==> src/rtl/clk_enable_gen_if.sv <==
// clk_enable_gen_if: configuration write channel of the clock-enable generator
interface clk_enable_gen_if #(
    parameter int NUM_CH = 2,
    parameter int ACC_W  = 32
);
    localparam int CH_W = $clog2(NUM_CH) + 1;
    logic             cfg_valid;
    logic             cfg_ready;
    logic [CH_W-1:0]  cfg_ch;
    logic [ACC_W-1:0] cfg_inc;
    logic             cfg_clr;
    logic             cfg_err;
    modport master (output cfg_valid, cfg_ch, cfg_inc, cfg_clr, input cfg_ready, cfg_err);
    modport slave (input cfg_valid, cfg_ch, cfg_inc, cfg_clr, output cfg_ready, cfg_err);
endinterface

==> src/rtl/clk_enable_gen.sv <==
// clk_enable_gen: multi-channel fractional clock-enable generator with programmable increments and lock status
module clk_enable_gen #(
    parameter int                       NUM_CH      = 2,
    parameter int                       ACC_W       = 32,
    parameter int                       LOCK_CYCLES = 16,
    parameter logic [NUM_CH*ACC_W-1:0]  INC_INIT    = {NUM_CH{32'h4000_0000}}
) (
    input  logic              clk_100m,
    input  logic              reset,
    input  logic              sync_i,
    output logic [NUM_CH-1:0] en_o,
    output logic [NUM_CH-1:0] locked,
    clk_enable_gen_if.slave   cfg
);
    localparam int CH_W = $clog2(NUM_CH) + 1;
    localparam int LC_W = $clog2(LOCK_CYCLES + 1);
    logic wr, wr_ok, err_d, ready_q, err_q;
    assign wr        = cfg.cfg_valid & cfg.cfg_ready;
    assign wr_ok     = wr & (cfg.cfg_ch < CH_W'(NUM_CH));
    assign err_d     = wr & ~wr_ok;
    assign cfg.cfg_ready = ready_q;
    assign cfg.cfg_err   = err_q;
    always_ff @(posedge clk_100m) begin
        ready_q <= ~reset;
        err_q   <= ~reset & err_d;
    end
    for (genvar c = 0; c < NUM_CH; c++) begin : g_ch
        logic [ACC_W-1:0] acc_q, acc_d, inc_q, inc_d;
        logic [LC_W-1:0]  cnt_q, cnt_d;
        logic             en_q, en_d, locked_q, locked_d, sel, clr;
        logic [ACC_W:0]   sum;
        assign sel = wr_ok & (cfg.cfg_ch == CH_W'(c));
        assign clr = sync_i | (sel & cfg.cfg_clr);
        // the add always uses the old increment, so a write without clear keeps phase
        assign sum = {1'b0, acc_q} + {1'b0, inc_q};
        always_comb begin
            acc_d    = clr ? '0 : sum[ACC_W-1:0];
            en_d     = ~clr & sum[ACC_W];
            inc_d    = sel ? cfg.cfg_inc : inc_q;
            cnt_d    = sel ? '0 : (cnt_q < LC_W'(LOCK_CYCLES)) ? cnt_q + 1'b1 : cnt_q;
            locked_d = ~sel & ((cnt_q == LC_W'(LOCK_CYCLES - 1)) | locked_q);
        end
        always_ff @(posedge clk_100m) begin
            if (reset) begin
                acc_q    <= '0;
                inc_q    <= INC_INIT[c*ACC_W +: ACC_W];
                cnt_q    <= '0;
                en_q     <= 1'b0;
                locked_q <= 1'b0;
            end else begin
                acc_q    <= acc_d;
                inc_q    <= inc_d;
                cnt_q    <= cnt_d;
                en_q     <= en_d;
                locked_q <= locked_d;
            end
        end
        assign en_o[c]   = en_q;
        assign locked[c] = locked_q;
    end
endmodule
==> src/flat_wrapper.sv <==
// flat-port wrapper written by rule: the top's interface ports become plain ports
module clk_enable_gen_flat 
#(
    parameter int                       NUM_CH      = 2,
    parameter int                       ACC_W       = 32,
    parameter int                       LOCK_CYCLES = 16,
    parameter logic [NUM_CH*ACC_W-1:0]  INC_INIT    = {NUM_CH{32'h4000_0000}}
)
  (clk_100m, reset, sync_i, en_o, locked, cfg_cfg_valid, cfg_cfg_ch, cfg_cfg_inc, cfg_cfg_clr, cfg_cfg_ready, cfg_cfg_err);
  clk_enable_gen_if #(.NUM_CH(NUM_CH), .ACC_W(ACC_W)) cfg_i ();
  input  logic clk_100m;
  input  logic reset;
  input  logic sync_i;
  output logic [NUM_CH-1:0] en_o;
  output logic [NUM_CH-1:0] locked;
  input wire logic [$bits(cfg_i.cfg_valid)-1:0] cfg_cfg_valid;
  input wire logic [$bits(cfg_i.cfg_ch)-1:0] cfg_cfg_ch;
  input wire logic [$bits(cfg_i.cfg_inc)-1:0] cfg_cfg_inc;
  input wire logic [$bits(cfg_i.cfg_clr)-1:0] cfg_cfg_clr;
  output wire logic [$bits(cfg_i.cfg_ready)-1:0] cfg_cfg_ready;
  output wire logic [$bits(cfg_i.cfg_err)-1:0] cfg_cfg_err;
  assign cfg_i.cfg_valid = cfg_cfg_valid;
  assign cfg_i.cfg_ch = cfg_cfg_ch;
  assign cfg_i.cfg_inc = cfg_cfg_inc;
  assign cfg_i.cfg_clr = cfg_cfg_clr;
  assign cfg_cfg_ready = cfg_i.cfg_ready;
  assign cfg_cfg_err = cfg_i.cfg_err;
  clk_enable_gen #(.NUM_CH(NUM_CH), .ACC_W(ACC_W), .LOCK_CYCLES(LOCK_CYCLES), .INC_INIT(INC_INIT)) u_core (.clk_100m(clk_100m), .reset(reset), .sync_i(sync_i), .en_o(en_o), .locked(locked), .cfg(cfg_i));
endmodule
==> config.mk <==
export PLATFORM = sky130hd
export DESIGN_NAME = clk_enable_gen_flat
export DESIGN_NICKNAME = d
export VERILOG_FILES = /design/src/rtl/clk_enable_gen_if.sv /design/src/rtl/clk_enable_gen.sv /design/src/flat_wrapper.sv
export SDC_FILE = /design/constraint.sdc
export NUM_CORES = 1
export LEC_CHECK = 0
export CORE_UTILIZATION = 64
export CTS_CLUSTER_SIZE = 8
export DETAILED_ROUTE_END_ITERATION = 7
export DONT_BUFFER_PORTS = 1
export PLACE_DENSITY = 0.79
export SYNTH_ARGS = -nofsm -noshare
export SYNTH_HDL_FRONTEND = slang
export SYNTH_SLANG_ARGS = --single-unit
==> constraint.sdc <==
create_clock -name clk_100m -period 3.5 [get_ports clk_100m]
set_input_delay 0.35 -clock clk_100m [delete_from_list [all_inputs] [get_ports clk_100m]]
set_output_delay 0.35 -clock clk_100m [all_outputs]
set_load 0.005 [all_outputs]
==> results.sh <==
export IMPL_clkSinkCount=144
export IMPL_finalSetupViolCount=0
export IMPL_die_w_um=112
export IMPL_hold_depth=2
export IMPL_fp_row_count=39
export IMPL_syn_to_final_growth_pct=9.27
export IMPL_rsz0062_at_grt="false"
export IMPL_portBuffers=0
export IMPL_p_seq_frac=0.459
export IMPL_synth_area_leaders="dfxtp_1, ha_1, nand2_1, a21oi_1, nor2_1"
export IMPL_p_int_mw=2.81
export IMPL_synth_top_cell_area_share=0.373
export IMPL_p_leak_nw=3.61
export IMPL_dr_pass1_iters=7
export IMPL_crit_path_end_kind="register"
export IMPL_skew_ns=0.00802
export IMPL_dr_first_iter_drc_count=543
export IMPL_grt_pass1_vias=6471
export IMPL_max_freq_ghz=0.332
export IMPL_synth_area_leader_cell="dfxtp_1"
export IMPL_fin_cells=1096
export IMPL_hold_viol_final=0
export IMPL_finalNetCount=1049
export IMPL_switchingPower_mw=0.895
export IMPL_die_h_um=112
export IMPL_min_period_over_period=0.860
export IMPL_syn_cell_area_um2=7720
export IMPL_wl_mm=18.5
export IMPL_p_per_area_nw_per_um2=440
export IMPL_start_kind="register"
export IMPL_insertedDiodeCount=0
export IMPL_final_antenna_net_count=0
export IMPL_ys_warn_count=0
export IMPL_ir_drop_uv=308
export IMPL_swShare=0.241
export IMPL_ff2ff_path_depth=10
export IMPL_synth_async_reset_ratio=0
export IMPL_violations="DRC"
export IMPL_start_util=0.668
export IMPL_synth_commonest_cells="nand2_1, dfxtp_1, a21oi_1"
export IMPL_antenna_found_initial=0
export IMPL_cts_tree="yes"
export IMPL_postPlaceCellArea_um2=7790
export IMPL_drv_cap=0
export IMPL_dpl_cell_count=1059
export IMPL_core_um2=11600
export IMPL_finalPower_mw=3.71
export IMPL_via_per_inst=6.20
export IMPL_cts_max_level=4
export IMPL_clk_path_buf_depth=2
export IMPL_postLayoutCoreUtil=0.729
export IMPL_layout_drive_gt1_share=0.0525
export IMPL_vias=6797
export IMPL_grt_total_usage=0.306
export IMPL_cts_made_buffers=17
export IMPL_comb_power_share=0.056
export IMPL_pre_cts_slack_ns=0.571
export IMPL_grt_pass1_wl_mm=30.7
export IMPL_synth_seq_area_share=0.373
export IMPL_cp_required_ns=3.84
export IMPL_wire_per_inst_um=16.9
export IMPL_setup_tns_ns=0
export IMPL_syn_nets=1060
export IMPL_path_clk_slew_ns=0.06
export IMPL_critPathKind="reg -> reg"
export IMPL_synth_edf_count=0
export IMPL_final_design_area_no_fill_um2=8440
export IMPL_hp_class="in -> reg"
export IMPL_fin_crit_ns=3.01
export IMPL_fp_dieArea_um2=12500
export IMPL_yosys_cell_count_top_type="nand2_1"
export IMPL_critPathArrivalTime_ns=3.35
export IMPL_relSlewSlack=0.486
export IMPL_ys_types=54
export IMPL_place_congestion=0.932
export IMPL_synth_cells=951
export IMPL_power_frac_clock=0.485
export IMPL_drc=1
export IMPL_final_max_slew_viol_count=0
export IMPL_yosys_register_bits=144
export IMPL_whs_ns=0.0584
export IMPL_dpl_hpwl_mm=12.9
export IMPL_ys_flop_type="dfxtp_1"
export IMPL_status="finished with violations"
export IMPL_grt_max_degree=34
export IMPL_syn_avg_cell_area_um2=8.12
export IMPL_cts_root_buf="clkbuf_16"
export IMPL_setup_slack_ns=0.489
export IMPL_grt_overflow=0
export IMPL_clkLatencyLatePin_ns=0.42
export IMPL_crit_fanout=5
export IMPL_worstMarginPinSlew_ns=0.769
export IMPL_pin_count=45
## final cells by class
class	count	area [um^2]
clock inverter	15	159
multi-input combinational	749	4610
fill	892	3130
tap	143	179
timing repair buffer	14	128
inverter	14	52.6
sequential	144	2880
clock buffer	17	425
## cell families (layout without fill, tap and decap cells)
| group | count (synthesis) | in the layout | share of synthesized area |
|---|---|---|---|
| buffers and inverters | 58 | 60 | 0.0301 |
| xor gates and xnor gates | 49 | 49 | 0.0556 |
| adders and majority gates | 70 | 70 | 0.115 |
| and+or+nand+nor | 364 | 364 | 0.209 |
| DFF | 144 | 144 | 0.373 |
| muxes | 5 | 5 | 0.00648 |
| AOI/OAI and AO/OA | 261 | 261 | 0.210 |
## registers in the layout, summed over array words and instances (netlist names)
name                  count
u_core.g_ch.acc_q        64
u_core.cfg.cfg_ready      1
u_core.g_ch.en_q          2
u_core.cfg.cfg_err        1
u_core.g_ch.cnt_q        10
u_core.g_ch.locked_q      2
u_core.g_ch.inc_q        64
## power by group through the flow
stage | logic [mW] | clock network (mW) | registers (mW)
after floorplan | 0.154 | 0 | 1.73
after global placement | 0.174 | 0 | 1.74
after detailed placement | 0.183 | 0 | 1.74
after CTS | 0.204 | 1.81 | 1.70
after global routing | 0.229 | 1.89 | 1.71
final | 0.207 | 1.80 | 1.70
## repair_timing
action	CTS	global route
hold buffers	4	1
gates resized for setup	0	0
endpoints found under the hold margin	33	3
setup buffers	0	0
## per-layer routing
| metal | track usage | wire length [um] | up-vias |
|---|---|---|---|
| li1 | - | - | 3341 |
| met1 | 0.397 | 8280 | 3234 |
| met2 | 0.513 | 8840 | 194 |
| met3 | 0.0599 | 1050 | 28 |
| met4 | 0.0964 | 357 | 0 |
| met5 | 0 | 0 | - |
## worst paths after layout
kind	to	slack, ns	start
setup / recovery	u_core.g_ch[0].acc_q[26]$_SDFF_PP0_	0.49	u_core.g_ch[0].inc_q[0]$_SDFFE_PP0P_
hold / removal	u_core.g_ch[1].inc_q[18]$_SDFFE_PP0P_	0.06	cfg_cfg_inc[18]
setup reg to reg	u_core.g_ch[0].acc_q[26]$_SDFF_PP0_	0.49	u_core.g_ch[0].inc_q[0]$_SDFFE_PP0P_
hold reg to reg	u_core.g_ch[0].inc_q[19]$_SDFFE_PP0P_	0.46	u_core.g_ch[0].inc_q[19]$_SDFFE_PP0P_
## cell usage in the layout, fill, tap and decap left out, drive strengths merged, types with 15 or more instances in the layout
| cell type | n |
|---|---|
| nand2 | 175 |
| xnor2 | 29 |
| inv | 20 |
| ha | 68 |
| a21o | 37 |
| xor2 | 20 |
| nand3 | 15 |
| nor3 | 19 |
| a21oi | 119 |
| clkbuf | 17 |
| o21ai | 29 |
| dfxtp | 144 |
| nor2 | 87 |
| nand4 | 17 |
## worst max-delay path: stages, from the launching register on
cell,delay (ns)
dfxtp_1,0.32
ha_1,0.24
fa_1,0.45
a211oi_1,0.37
o21ai_0,0.15
a21oi_1,0.27
a21oi_1,0.19
o21ai_1,0.35
a311oi_1,0.23
o21a_1,0.22
nor3_1,0.13
Note: power is estimated with default switching activity, not from simulation.
